## src/rtl/exp2_pkg.sv

```systemverilog
// Shared definitions for the sequential base-2 antilog unit: default field
// widths, FSM state encoding and the fractional-power constant generator.
package exp2_pkg;

  localparam int DEF_FRAC_W = 16;
  localparam int DEF_INT_W  = 5;

  typedef enum logic [1:0] {
    ST_IDLE  = 2'd0,
    ST_ITER  = 2'd1,
    ST_SHIFT = 2'd2,
    ST_DONE  = 2'd3
  } state_t;

  // Floor square root of a 128-bit integer (restoring, two bits per step).
  function automatic logic [127:0] isqrt128(input logic [127:0] n);
    logic [127:0] rem;
    logic [127:0] res;
    logic [127:0] b;
    rem = n;
    res = '0;
    for (int i = 63; i >= 0; i--) begin
      b = 128'(1) << (2 * i);
      if (rem >= res + b) begin
        rem = rem - (res + b);
        res = (res >> 1) + b;
      end else begin
        res = res >> 1;
      end
    end
    return res;
  endfunction

  // C[k] = round(2^(2^-(k+1)) * 2^31). Built by repeated square roots of 2.0
  // carried in Q2.62 so the final rounding to Q1.31 is unaffected by the
  // truncation of the intermediate roots.
  function automatic logic [31:0] exp2_const(input int k);
    logic [127:0] v;
    v = 128'(1) << 63;
    for (int j = 0; j <= k; j++) begin
      v = isqrt128(v << 62);
    end
    return 32'((v + (128'(1) << 30)) >> 31);
  endfunction

endpackage

```

## src/rtl/exp2_const_rom.sv

```systemverilog
// Combinational lookup of the fractional-power multiplier C[k].
module exp2_const_rom
  import exp2_pkg::*;
#(
  parameter int FRAC_W = DEF_FRAC_W,
  parameter int K_W    = $clog2(FRAC_W)
) (
  input  logic [K_W-1:0] i_k,
  output logic [31:0]    o_c
);

  logic [31:0] w_tab [FRAC_W];

  for (genvar g = 0; g < FRAC_W; g++) begin : g_tab
    assign w_tab[g] = exp2_const(g);
  end

  assign o_c = w_tab[i_k];

endmodule

```

## src/rtl/exp2_seq.sv

```systemverilog
// Sequential base-2 antilog: result = floor(2^a) for an unsigned fixed-point
// exponent a. The fraction is resolved MSB-first, one bit per cycle, by
// multiplying a Q1.31 mantissa with C[k] for every set bit; the integer part
// of the exponent is then applied as a single right shift.
//
// state    | meaning
// ---------+------------------------------------------------------------
// ST_IDLE  | ready for an operand; latch e, f, ovf and start m at 1.0
// ST_ITER  | one fraction bit per cycle, k = 0..FRAC_W-1
// ST_SHIFT | scale mantissa by 2^e (or saturate), load the result
// ST_DONE  | result valid and frozen until the consumer accepts it
module exp2_seq
  import exp2_pkg::*;
#(
  parameter int FRAC_W = DEF_FRAC_W,
  parameter int INT_W  = DEF_INT_W
) (
  input  logic        i_clk,
  input  logic        i_rst_n,
  input  logic        i_in_valid,
  output logic        o_in_ready,
  input  logic [31:0] i_a,
  output logic        o_out_valid,
  input  logic        i_out_ready,
  output logic [31:0] o_result,
  output logic        o_ovf
);

  localparam int K_W = $clog2(FRAC_W);

  state_t             r_state;
  state_t             w_next;
  logic [INT_W-1:0]   r_e;
  logic [FRAC_W-1:0]  r_f;
  logic               r_ovf;
  logic [31:0]        r_m;
  logic [K_W-1:0]     r_k;
  logic [31:0]        r_result;
  logic               r_ovf_out;

  logic [31:0]        w_c;
  logic [63:0]        w_prod;
  logic [31:0]        w_m_mul;
  logic [4:0]         w_shamt;
  logic               w_last;
  logic               w_unused_prod;

  exp2_const_rom #(
    .FRAC_W (FRAC_W),
    .K_W    (K_W)
  ) u_rom (
    .i_k (r_k),
    .o_c (w_c)
  );

  // The mantissa stays in [1.0, 2.0), so product bit 63 is always clear and
  // bits [62:31] are the renormalised Q1.31 value.
  assign w_prod        = 64'(r_m) * 64'(w_c);
  assign w_m_mul       = w_prod[62:31];
  assign w_unused_prod = ^{w_prod[63], w_prod[30:0]};
  assign w_shamt       = 5'(32'd31 - 32'(r_e));
  assign w_last        = (r_k == K_W'(FRAC_W - 1));

  // State register.
  always_ff @(posedge i_clk or negedge i_rst_n) begin
    if (!i_rst_n) r_state <= ST_IDLE;
    else          r_state <= w_next;
  end

  // Next-state and handshake outputs.
  always_comb begin
    w_next      = r_state;
    o_in_ready  = 1'b0;
    o_out_valid = 1'b0;
    case (r_state)
      ST_IDLE: begin
        o_in_ready = i_rst_n;
        if (i_in_valid) w_next = ST_ITER;
      end
      ST_ITER: begin
        if (w_last) w_next = ST_SHIFT;
      end
      ST_SHIFT: begin
        w_next = ST_DONE;
      end
      ST_DONE: begin
        o_out_valid = 1'b1;
        if (i_out_ready) w_next = ST_IDLE;
      end
      default: w_next = ST_IDLE;
    endcase
  end

  // Operand capture, fraction iteration and final scaling.
  always_ff @(posedge i_clk or negedge i_rst_n) begin
    if (!i_rst_n) begin
      r_e       <= '0;
      r_f       <= '0;
      r_ovf     <= 1'b0;
      r_m       <= '0;
      r_k       <= '0;
      r_result  <= '0;
      r_ovf_out <= 1'b0;
    end else begin
      case (r_state)
        ST_IDLE: begin
          if (i_in_valid) begin
            r_e   <= i_a[FRAC_W+INT_W-1:FRAC_W];
            r_f   <= i_a[FRAC_W-1:0];
            r_ovf <= |i_a[31:FRAC_W+INT_W];
            r_m   <= 32'h8000_0000;
            r_k   <= '0;
          end
        end
        ST_ITER: begin
          if (r_f[FRAC_W-1]) r_m <= w_m_mul;
          r_f <= r_f << 1;
          r_k <= r_k + 1'b1;
        end
        ST_SHIFT: begin
          r_result  <= r_ovf ? 32'hFFFF_FFFF : (r_m >> w_shamt);
          r_ovf_out <= r_ovf;
        end
        default: ;
      endcase
    end
  end

  assign o_result = r_result;
  assign o_ovf    = r_ovf_out;

endmodule
```

## config.mk

```make
export PLATFORM = sky130hd
export DESIGN_NAME = exp2_seq
export DESIGN_NICKNAME = d
export VERILOG_FILES = /design/src/rtl/exp2_pkg.sv /design/src/rtl/exp2_const_rom.sv /design/src/rtl/exp2_seq.sv
export SDC_FILE = /design/constraint.sdc
export NUM_CORES = 2
export LEC_CHECK = 0
export CORE_AREA = 3 3 293 295
export CTS_BUF_LIST = sky130_fd_sc_hd__clkbuf_4
export CTS_CLUSTER_DIAMETER = 40
export DETAILED_ROUTE_END_ITERATION = 12
export DIE_AREA = 0 0 296 298
export PLACE_DENSITY = 0.62
export SLEW_MARGIN = 20
export SYNTH_ARGS = -nofsm -noshare
export SYNTH_HDL_FRONTEND = slang
export SYNTH_SLANG_ARGS = --single-unit
```

## constraint.sdc

```tcl
create_clock -name i_clk -period 13.2 [get_ports i_clk]
set_clock_uncertainty 0.2 [all_clocks]
set_input_delay 3.3 -clock i_clk [delete_from_list [all_inputs] [get_ports i_clk]]
set_output_delay 3.3 -clock i_clk [all_outputs]
set_load 0.05 [all_outputs]
```

# Word level (Yosys, flattened, before mapping)
# Memories as Yosys holds them, arrays and structs flattened.
# Index checks and enable logic that the tools add are counted.
# totals
latch_bits	0
inputBits	36
output_inout_bits	35
memories	1
mem_bits_ro	512
ram_bits	0
register_bits	93
# classes
add_sub_neg	2
multipliers	1
n_eq_ne	8
order_cmp	1
n_shift	1
mux	16
bitwise_logic	1
div_mod_pow	0
n_reduce_logical	7
# mem_list
name	depth	width	read_ports	rd_clocked_by_memory_dff	wr	line_no	source
(name not given)	16	32	1	0	0	exp2_const_rom.sv:18	assign o_c = w_tab[i_k];
# ops
operator	n
$mux 32	5
$pmux 32 s2	1
$mul 32x32->63	1
$pmux 16 s2	1
$shr 32x5->32	1
$mux 16	1
$reduce_or 11->1	1
$ne 2x2->1 const B	4
$pmux 2 s4	1
$pmux 4 s2	1
$mux 2	3
$reduce_and 3->1	2
$ge 5x5->1 const B	1
$not 4->5	1
$sub 5x5->5 const A	1
$add 4x1->4 const B	1
$eq 2x2->1 const B	2
$eq 4x4->1 const B	1
$mux 4	1
$reduce_and 2->1	2
$eq 2x1->1 const B	1
$logic_not 2->1	1
$mux 1	2
$reduce_bool 2->1	1

# Logic depth before layout (Yosys ltp)
# depth
word_depth	7
mapped_depth	34

# Cells and area by module
# From an unflattened synthesis, not the netlist that was laid out.
# hier_totals
cells_unflattened	4249
area_unflattened_um2	38473.1
# by_module_without_submodules
module	seq_area_each_um2	area_each_um2	n_inst	cells_per_inst
exp2_seq	2327.2	37815.0	1	4144
exp2_const_rom	0.0	658.1	1	105

# Least setup slack after synthesis
# Ideal clock, no wire load.
# synth_timing
kind	reg-to-reg
start	register r_k[1]
end	register r_m[28]
required_time_ns	12.878
arrival_time_ns	8.350
path_buffers	3
slack_ns	4.529
stages_incl_launch_ff	32
path_cell_list	dfrtp_1 > inv_1 > ha_1 > buf_2 > nor2b_1 > a21oi_1 > a21oi_1 > clkbuf_1 > nand2_1 > fa_1 > fa_1 > inv_1 > fa_1 > fa_1 > fa_1 > fa_1 > fa_1 > inv_1 > fa_1 > inv_1 > ha_1 > clkbuf_1 > nand2_1 > nor2_1 > a211oi_1 > o22ai_1 > or3_4 > o2111a_2 > o31ai_4 > a211oi_1 > or3_1 > a32o_1
# synth_via
elab_chain_len	7
# synth_rtl
item	line_no	source
start, declared	exp2_seq.sv:37	logic [K_W-1:0] r_k;
start signal, assigned	exp2_seq.sv:118	r_k <= r_k + 1'b1;
$not 4->5 (implied by the code)	exp2_const_rom.sv:18	
$mem_v2 16x32	--	
$mux 32 (implied by the code) (2 in a row)	exp2_const_rom.sv:18	
$mul 32x32->63	exp2_seq.sv:58	assign w_prod = 64'(r_m) * 64'(w_c);
$mux 32	exp2_seq.sv:116	if (r_f[FRAC_W-1]) r_m <= w_m_mul;
$pmux 32 s2	exp2_seq.sv:105	case (r_state)
end signal, assigned	exp2_seq.sv:116	
end, declared	exp2_seq.sv:36	logic [31:0] r_m;
# Every way passes these cells. The select of a mux whose other input is x is not followed.
# A chain may end at the register's enable or synchronous reset.

# Worst setup path in the final report
# Ends and elaborated chain as after synthesis.

==> reports/metrics.cfg <==
[drt]
drt-total-wl_um=105000
ant_nets=0
met2_wirelength_um=53200
via_count=27500
wl_met1_um=42600
drt_iter0_drc=1455
drt_first_pass_iters=5
met3RoutedLength_um=5260
routed.top_layer=met4
drc=0
post_drt_via_cell_ratio=5.39
wire_per_inst_um=20.5

[place]
gp_congestion=0.893
io_buffers=70
detailed_place_hpwl_um=78500

[synth]
synth_cells=4112
ys_warn_count=0
synth_top_area_share_pct=46.0
synth.area.top_cells=fa_1 (46%), ha_1 (9.9%), and2_1 (9.3%), inv_1 (8.6%), dfrtp_1 (6.2%)
synth-edff-count=0
synth-main-ff-cell=dfrtp_1
syn_avg_cell_area_um2=9.14
synthArstFlopShare_pct=100
syn_nets=5309
synth_compound_area_share_pct=5.80
synth_cell_type_count=64
synth_area_leader_cell=fa_1
yosys.area_share.simple_pct=17.3
muxShareOfSynthArea_pct=2.87
synth_top_family_by_area=adder cells
seq_area_frac_synth_pct=6.19
synth_fa_ha_area_share_pct=55.9
syn_area_um2=37600
synth-xor-area-share_pct=0.793
ys_ff_latch=93

[clocking]
cts_sinks=93
post_cts_buffers=0
ctsHoldBuffers=0
htree_levels=3
clock_path_buffers=2
cts_tree=yes
cts_resized=0
cts_buffers=9
clock-root-buffer=clkbuf_4
clock_latency_ns=0.51
clk_pin_slew_ns=0.15

[sta]
post-route-period-util_pct=75.9
finalSetupViolCount=0
relSlewSlack_pct=23.8
finalHoldViolations=0
finalSetupTns_ns=0
rsz0062_at_grt=false
fmax_ghz=0.0998
maxSlewViolCount=0
period_needed_ns=10.02
worstMarginPinSlew_ns=1.14

[floorplan]
die_area_um2=88200
pin_count=71
die_y_um=298
rows=106
core_region_area_um2=83400
initial_core_util_pct=45.0
die_w_um=296

[worst_setup_path]
critical_path_class=flop to flop
arrival_ns=10.21
start_kind=flop
slowest_stage=dfrtp_1
path_max_fanout=33
cp_common_cell=fa_1
critPathRequiredTime_ns=13.38
endpoint_kind=flop
cp_slowest_stage_delay_ns=0.64

[grt]
overflow=0
grt_pass1_vias=30200
track_usage_pct=24.9
grt_first_pass_wirelength_um=170000
grt_start_max_net_pins=60
antenna_found_initial=4

[final_layout]
num-nets-final=5217
drive_gt1_share_pct=4.02
area_delta_synth_final_pct=5.59

[hold_path]
hold_path.class=flop to flop

[flow_run]
max_cap_violations=0

[status]
outcome=finished clean

[layout by cell type, fill, tap and decap left out, types with 18 or more instances in the layout]
cell               n
nor2b_1           45
nand3_1           21
inv_1            860
fa_1             863
ha_1             297
xnor2_1           18
dfrtp_1           90
mux2i_1           53
nand2_1          495
o21ai_0           98
nor2_1            74
and2_1           560
clkdlybuf4s50_1   69
a21o_1            28
buf_4             71
a21oi_1          110
[flip-flops by register name, indices dropped and copies added (netlist names)]
signal and flops:
r_ovf 1, o_result 32, o_ovf 1, r_m 32, r_f 16, r_e 5
r_k 4, r_state 2
[metal layers]
metal | global-route usage (%) | vias up
met5 | 0 | -
met4 | 8.35 | 0
met3 | 2.73 | 217
met2 | 43.6 | 795
met1 | 32.0 | 14400
li1 | - | 12100
[cell usage after synthesis, types with 4 or more instances]
cell type	number
nor4_1	6
inv_1	860
a21o_1	29
and4_1	4
mux2_2	17
o22ai_1	4
mux4_2	15
o21a_1	4
nand2_1	495
buf_1	8
o221ai_1	8
mux2i_1	55
o31ai_1	7
a21oi_1	119
xor2_1	16
a211oi_1	10
ha_1	298
o211ai_1	8
a22oi_1	4
nor2b_1	45
o21ai_0	101
nor3_1	16
nor2_1	77
buf_2	4
o21bai_1	9
a311oi_1	5
nand4_1	13
and3_1	8
a31oi_1	15
xnor2_1	18
dfrtp_1	93
and2_1	560
clkbuf_1	231
fa_1	863
nand2b_1	16
nand3_1	21
[per-stage QoR]
stage	utilization [%]	setup slack [ns]	hold WS, ns	instances	area [µm²]
floorplan	-	4.53	0.250	4112	37600
global placement	47.2	3.41	0.261	5087	39400
detailed placement	47.3	3.31	0.270	5088	39400
CTS	47.5	3.22	0.302	5104	39600
global route	47.5	2.73	0.337	5106	39700
finish	47.6	3.18	0.297	5114	39700
[worst paths after layout]
path,slack [ns],to,cells past startpoint,startpoint
min in group asynchronous,2.55,r_m[6],1,i_rst_n
max in group asynchronous,9.02,r_m[24],2,i_rst_n
min,0.30,r_f[4],2,r_f[4]
max reg2reg,3.18,r_m[28],29,r_k[1]
min reg2reg,0.30,r_f[4],2,r_f[4]
max,3.18,r_m[28],29,r_k[1]
[layout make-up]
class,count,area (µm²)
Antenna cell,9,22.5
Clock buffer,10,75.1
Clock inverter,6,95.1
Fill cell,8042,43700
Inverter,863,3240
Multi-Input combinational cell,2911,31300
Sequential cell,93,2330
Tap cell,1080,1350
Timing Repair Buffer,142,1280
[critical path: cells and delay by family (launching register included)]
| family | cells | cell delay, ns |
|---|---|---|
| AO/OA/AOI/OAI | 9 | 2.44 |
| adder cells (fa/ha/maj) | 10 | 4.61 |
| buffers and inverters | 5 | 1.06 |
| flip-flops | 1 | 0.64 |
| AND/OR/NAND/NOR | 5 | 0.93 |
[cells by family (layout without fill, tap and decap cells)]
| group | count (synthesis) | after routing |
|---|---|---|
| AND/OR/NAND/NOR | 1272 | 1272 |
| adder cells (fa/ha/maj) | 1161 | 1161 |
| buffers and inverters | 1108 | 1021 |
| AO/OA/AOI/OAI | 357 | 357 |
| flip-flops | 93 | 93 |
| multiplexers | 87 | 87 |
| XOR/XNOR | 34 | 34 |
| other | 0 | 9 |
Power is left out: the tool's default activity adds up to more than one toggle a clock period on the data nets, which glitch-free logic cannot reach.
